## src/rtl/dsce_pkg.sv

```systemverilog
// dsce_pkg: shared widths, padding pattern and block FIFO entry type for the cipher datapath
package dsce_pkg;
    localparam int WORD_W = 64;
    localparam int BLK_W  = 128;
    localparam int SEQ_W  = 16;
    localparam logic [WORD_W-1:0] PAD_WORD = 64'h0000_0000_0000_0001;

    typedef struct packed {
        logic [BLK_W-1:0] data;
        logic             last;
        logic             padded;
        logic [SEQ_W-1:0] seq;
    } blk_entry_t;

    typedef enum logic {EMPTY_LO, HAVE_LO} pack_state_t;
endpackage

```

## src/rtl/block_fifo.sv

```systemverilog
// block_fifo: first-word-fall-through FIFO; the head holds its last popped value while empty
module block_fifo #(
    parameter int DEPTH = 4,
    parameter int WIDTH = 8
) (
    input  logic                     clk,
    input  logic                     rst,
    input  logic                     push,
    input  logic                     pop,
    input  logic [WIDTH-1:0]         wr_data,
    output logic [WIDTH-1:0]         rd_data,
    output logic                     full,
    output logic                     empty,
    output logic [$clog2(DEPTH):0]   count
);
    localparam int AW = $clog2(DEPTH);
    logic [WIDTH-1:0] mem_q [DEPTH];
    logic [AW-1:0]    wr_ptr_q, rd_ptr_q;
    logic [AW:0]      count_q;
    logic [WIDTH-1:0] hold_q;
    logic             wr_en, rd_en;
    assign wr_en = push & ~full;
    assign rd_en = pop & ~empty;
    always_ff @(posedge clk) begin
        if (wr_en) mem_q[wr_ptr_q] <= wr_data;
    end
    always_ff @(posedge clk or negedge rst) begin
        if (!rst) begin
            wr_ptr_q <= '0;
            rd_ptr_q <= '0;
            count_q  <= '0;
            hold_q   <= '0;
        end else begin
            if (wr_en) wr_ptr_q <= wr_ptr_q + AW'(1);
            if (rd_en) rd_ptr_q <= rd_ptr_q + AW'(1);
            if (rd_en) hold_q <= mem_q[rd_ptr_q];
            count_q <= count_q + (AW+1)'(wr_en) - (AW+1)'(rd_en);
        end
    end
    assign full    = count_q == (AW+1)'(DEPTH);
    assign empty   = count_q == '0;
    assign count   = count_q;
    assign rd_data = empty ? hold_q : mem_q[rd_ptr_q];
endmodule

```

## src/rtl/block_pack.sv

```systemverilog
// block_pack: pairs 64-bit packed words into tagged 128-bit blocks, padding odd-length messages
module block_pack
    import dsce_pkg::*;
#(
    parameter int DEPTH = 4
) (
    input  logic              clk,
    input  logic              rst,
    input  logic [WORD_W-1:0] word_in,
    input  logic              word_valid,
    input  logic              word_last,
    output logic              stall_out,
    output logic [BLK_W-1:0]  blk_out,
    output logic              blk_valid,
    input  logic              blk_ready,
    output logic              blk_last,
    output logic              blk_padded,
    output logic [SEQ_W-1:0]  blk_seq
);
    pack_state_t       state_q, state_d;
    logic [WORD_W-1:0] lo_q, lo_d;
    logic [SEQ_W-1:0]  seq_q, seq_d;
    blk_entry_t        entry, head;
    logic              acc, push, fifo_full, fifo_empty;
    logic [$clog2(DEPTH):0] unused_count;
    assign acc = word_valid & ~stall_out;
    always_ff @(posedge clk or negedge rst) begin
        if (!rst) begin
            state_q <= EMPTY_LO;
            lo_q    <= '0;
            seq_q   <= '0;
        end else begin
            state_q <= state_d;
            lo_q    <= lo_d;
            seq_q   <= seq_d;
        end
    end
    always_comb begin
        state_d = acc ? ((state_q == EMPTY_LO && !word_last) ? HAVE_LO : EMPTY_LO) : state_q;
    end
    // A lone final word is completed with the pad pattern in the upper half.
    always_comb begin
        push         = acc & (state_q == HAVE_LO | word_last);
        entry.data   = (state_q == HAVE_LO) ? {word_in, lo_q} : {PAD_WORD, word_in};
        entry.last   = word_last;
        entry.padded = state_q == EMPTY_LO;
        entry.seq    = seq_q;
        lo_d         = (acc && state_q == EMPTY_LO) ? word_in : lo_q;
        seq_d        = push ? (word_last ? '0 : seq_q + SEQ_W'(1)) : seq_q;
    end
    block_fifo #(.DEPTH(DEPTH), .WIDTH($bits(blk_entry_t))) u_fifo (
        .clk     (clk),
        .rst     (rst),
        .push    (push),
        .pop     (blk_ready),
        .wr_data (entry),
        .rd_data (head),
        .full    (fifo_full),
        .empty   (fifo_empty),
        .count   (unused_count)
    );
    assign stall_out  = fifo_full;
    assign blk_valid  = ~fifo_empty;
    assign blk_out    = head.data;
    assign blk_last   = head.last;
    assign blk_padded = head.padded;
    assign blk_seq    = head.seq;
endmodule

```

## config.mk

```make
export PLATFORM = sky130hd
export DESIGN_NAME = block_pack
export DESIGN_NICKNAME = d
export VERILOG_FILES = /design/src/rtl/dsce_pkg.sv /design/src/rtl/block_fifo.sv /design/src/rtl/block_pack.sv
export SDC_FILE = /design/constraint.sdc
export NUM_CORES = 1
export LEC_CHECK = 0
export CORE_MARGIN = 3
export CORE_UTILIZATION = 25
export CTS_CLUSTER_SIZE = 8
export DETAILED_ROUTE_END_ITERATION = 8
export PLACE_DENSITY_LB_ADDON = 0.15
export SYNTH_ARGS = -nofsm -noshare
export SYNTH_HDL_FRONTEND = slang
export SYNTH_SLANG_ARGS = --single-unit
```

## constraint.sdc

```tcl
create_clock -name clk -period 6 [get_ports clk]
set_clock_uncertainty 0.05 [all_clocks]
set_input_delay 0.9 -clock clk [delete_from_list [all_inputs] [get_ports clk]]
set_output_delay 0.9 -clock clk [all_outputs]
set_load 0.03 [all_outputs]
```

==> results by group <==
Power and ir drop
  – Seq pwr share: 36.1%
  – Power density cells: 594 nW/um2
  – Maximum VDD drop: 0.369 mV
  – Sw Share: 35.0%
  – Switch Pwr: 8.44 mW
  – Int Power: 15.7 mW
  – Combinational share of power: 39.6%
  – Pwr Total: 24.1 mW
  – P_leak: 14.6 nW
  – Clock power frac: 24.2%

Synthesis
  – Register area share after synthesis: 71.0%
  – Syn Inst Count: 1954
  – Yosys warns: 0
  – Synth top area share: 53.3%
  – Synth area leaders: edfxtp_1 53%, dfrtp_1 18%, mux4_2 10%
  – Syn nets: 2031
  – Leading area contributor after synthesis: edfxtp_1
  – Post-synthesis register bit count: 818
  – Mean Syn Cell Area: 16.8 um2
  – Mapped cell area: 32900 um2
  – Synth unique cells: 35

Global route
  – Met1 Usage GRT: 16.2%
  – Grt met2 use: 21.5%
  – Largest net degree at the start of global routing: 94
  – First-pass GRT wire length: 128 mm
  – GR peak layer: met2
  – GR met3 Demand/Resource: 3.00%
  – GRT overflow: 0
  – Vias in the first global route: 19.0k
  – Initial antenna violation count: 6
  – GRT Total Usage: 12.7%

Floorplanning
  – Chip Height: 369 um
  – FP Rows: 132
  – Die Width: 369 um
  – Boundary pin count: 217
  – Starting Density: 25.3%
  – Area of the core: 130000 um2
  – DIE AREA: 136000 um2

Placed design
  – DP Worst Slack: 2.02 ns
  – DP HPWL: 49.4 mm
  – Area post-placement: 37300 um2
  – RD Place Congestion: 0.681
  – PortBufs: 216
  – Placed Cells: 3844

Worst setup path
  – Worst Path Max Fanout: 93
  – Setup crit end kind: output pin
  – Required @ worst endpoint: 5.05 ns
  – Crit path DAT: 3.71 ns
  – FF-to-FF path depth: 7
  – CP startpoint: u_fifo.rd_ptr_q[1]$_DFFE_PN0P_
  – CP Class: flip-flop to output pin
  – Critical Path Source Type: flip-flop
  – RR Startpoint: u_fifo.count[1]$_DFF_PN0_

Layout
  – Layout area overhead: 23.2%
  – Most common cell after layout, fill and taps aside: edfxtp_1
  – Final nets: 2293
  – Finished Cell Area: 40600 um2
  – Commonest cells after routing, fill and taps aside: 584 x edfxtp_1, 446 x nand2_1, 275 x mux2_2
  – Post-Layout Cell Count: 4052
  – Fraction of layout cells with a size suffix above 1: 25.8%
  – Filler instances: 12.8k

STA
  – Final cycle utilization of the critical path: 77.7%
  – FMAX: 215 MHz
  – Worst slew pin tran: 1.00 ns
  – Setup_tns: 0 ns
  – Count of final setup violators: 0
  – Tmin final: 4.66 ns
  – Slew HR: 33.2%
  – RSZ-0062 raised after global routing: no
  – Final Max Tran Viols: 0
  – Setup ws final: 1.34 ns
  – Hold Fails Final Rpt: 0

Clock network
  – TritonCTS clock tree: yes
  – CTS Buf Count: 112
  – Sink Count: 818
  – Clock transition at path regs: 0.05 ns
  – Resize count post-CTS: 0
  – Clock Path Buffers: 3
  – Clk root buf: clkbuf_16
  – Clock Latency Late Sink: 0.67 ns
  – H-tree levels: 3
  – Cts-stage hold buffer count: 0
  – Post-CTS setup buffers: 0

Drt
  – Via count: 17.3k
  – Wire per inst: 21.2 um
  – DR vias/cell: 4.27
  – DRC violations left: 0
  – DRT antenna net count: 0
  – Drt first pass iters: 5
  – Routed WL: 86.0 mm
  – Initial DRC Count: 973

Status
  – Run status: completed

Job
  – Max-Cap Viols: 0

Hold path
  – Tightest Hold Check Type: input port to asynchronous set/reset pin
==> cells by family after synthesis <==
kind of cell               after synthesis  synth area share (%)
xor gates and xnor gates                10                 0.266
DFF                                    818                  71.0
AOI/OAI and AO/OA                       23                 0.407
buffers and inverters                  122                  1.49
adders and majority gates                8                 0.327
and+or+nand+nor                        552                  7.07
muxes                                  421                  19.4
==> sequential cells by signal, summed over array words and instances, names as in the netlist <==
signal and count:
u_fifo.rd_ptr_q 2, state_q 1, u_fifo.count 3, u_fifo.mem_q 584
seq_q 16, lo_q 64, u_fifo.wr_ptr_q 2, u_fifo.hold_q 146
==> per-stage QoR <==
stage	hold WS, ns	utilization, %
2_1_floorplan	0.392	-
3_3_place_gp	0.403	28.7
3_5_place_dp	0.408	28.7
4_1_cts	0.214	31.2
5_1_grt	0.251	31.2
6_report	0.223	31.2
==> layout make-up <==
cell class                      count  area [um2]  area share, %
Timing Repair Buffer              258        2650           6.52
Sequential cell                   818       23400           57.7
Tap cell                         1742        2180           5.37
Clock inverter                      3        33.8         0.0833
Multi-Input combinational cell   1014        9070           22.4
Antenna cell                        2        5.00         0.0123
Inverter                           12        52.6          0.130
Clock buffer                      203        3190           7.85
==> worst max-delay path: stages (launching register included) <==
cell and delay (ns):
dfrtp_4 0.87, buf_12 0.54, mux4_2 0.43, mux2_2 0.28, clkdlybuf4s50_1 0.76
==> worst paths after layout <==
kind	end	slack [ns]
min	lo_q[49]$_DFFE_PN0P_	0.22
max reg2reg	u_fifo.rd_ptr_q[1]$_DFFE_PN0P_	2.71
min in group clk	u_fifo.hold_q[70]$_DFFE_PN0P_	0.42
max	blk_out[23]	1.34
min reg2reg	u_fifo.hold_q[70]$_DFFE_PN0P_	0.42
max in group asynchronous	u_fifo.hold_q[18]$_DFFE_PN0P_	4.61
==> cell usage after synthesis <==
cell      number
nor4_1         2
nand2b_1       2
and4_1         3
dfrtp_1      234
clkbuf_1      70
nor3b_1        1
o21ai_1        1
fa_1           1
or4_1          5
nand2_1      447
nand3_1        5
o31ai_1        5
buf_1         16
a31o_2         1
nand3b_1       1
nand4_1        2
inv_1         10
nor2_1         8
clkbuf_2       1
or3b_4         1
and2_1        67
mux4_2       146
buf_2         23
inv_2          1
edfxtp_1     584
o211ai_1       1
o21ai_0        5
a21oi_1       10
xnor2_1       10
or3_1          4
and3_1         2
inv_4          1
nor3_1         2
ha_1           7
mux2_2       275
==> power groups by stage <==
| stage | Clock (mW) | Combinational, mW | Sequential [mW] |
|---|---|---|---|
| floorplan | 0 | 6.29 | 8.57 |
| global placement | 0 | 9.76 | 8.76 |
| detailed placement | 0 | 9.83 | 8.84 |
| CTS | 6.09 | 9.88 | 8.73 |
| global route | 6.33 | 10.3 | 8.89 |
| finish | 5.84 | 9.56 | 8.71 |
==> metal layers <==
layer | share of wire (%) | up-vias
li1 | - | 7827
met5 | 0.054 | -
met2 | 49 | 314
met3 | 4.7 | 139
met4 | 2.4 | 6
met1 | 44 | 9008
(Power assumes the default switching activity.)
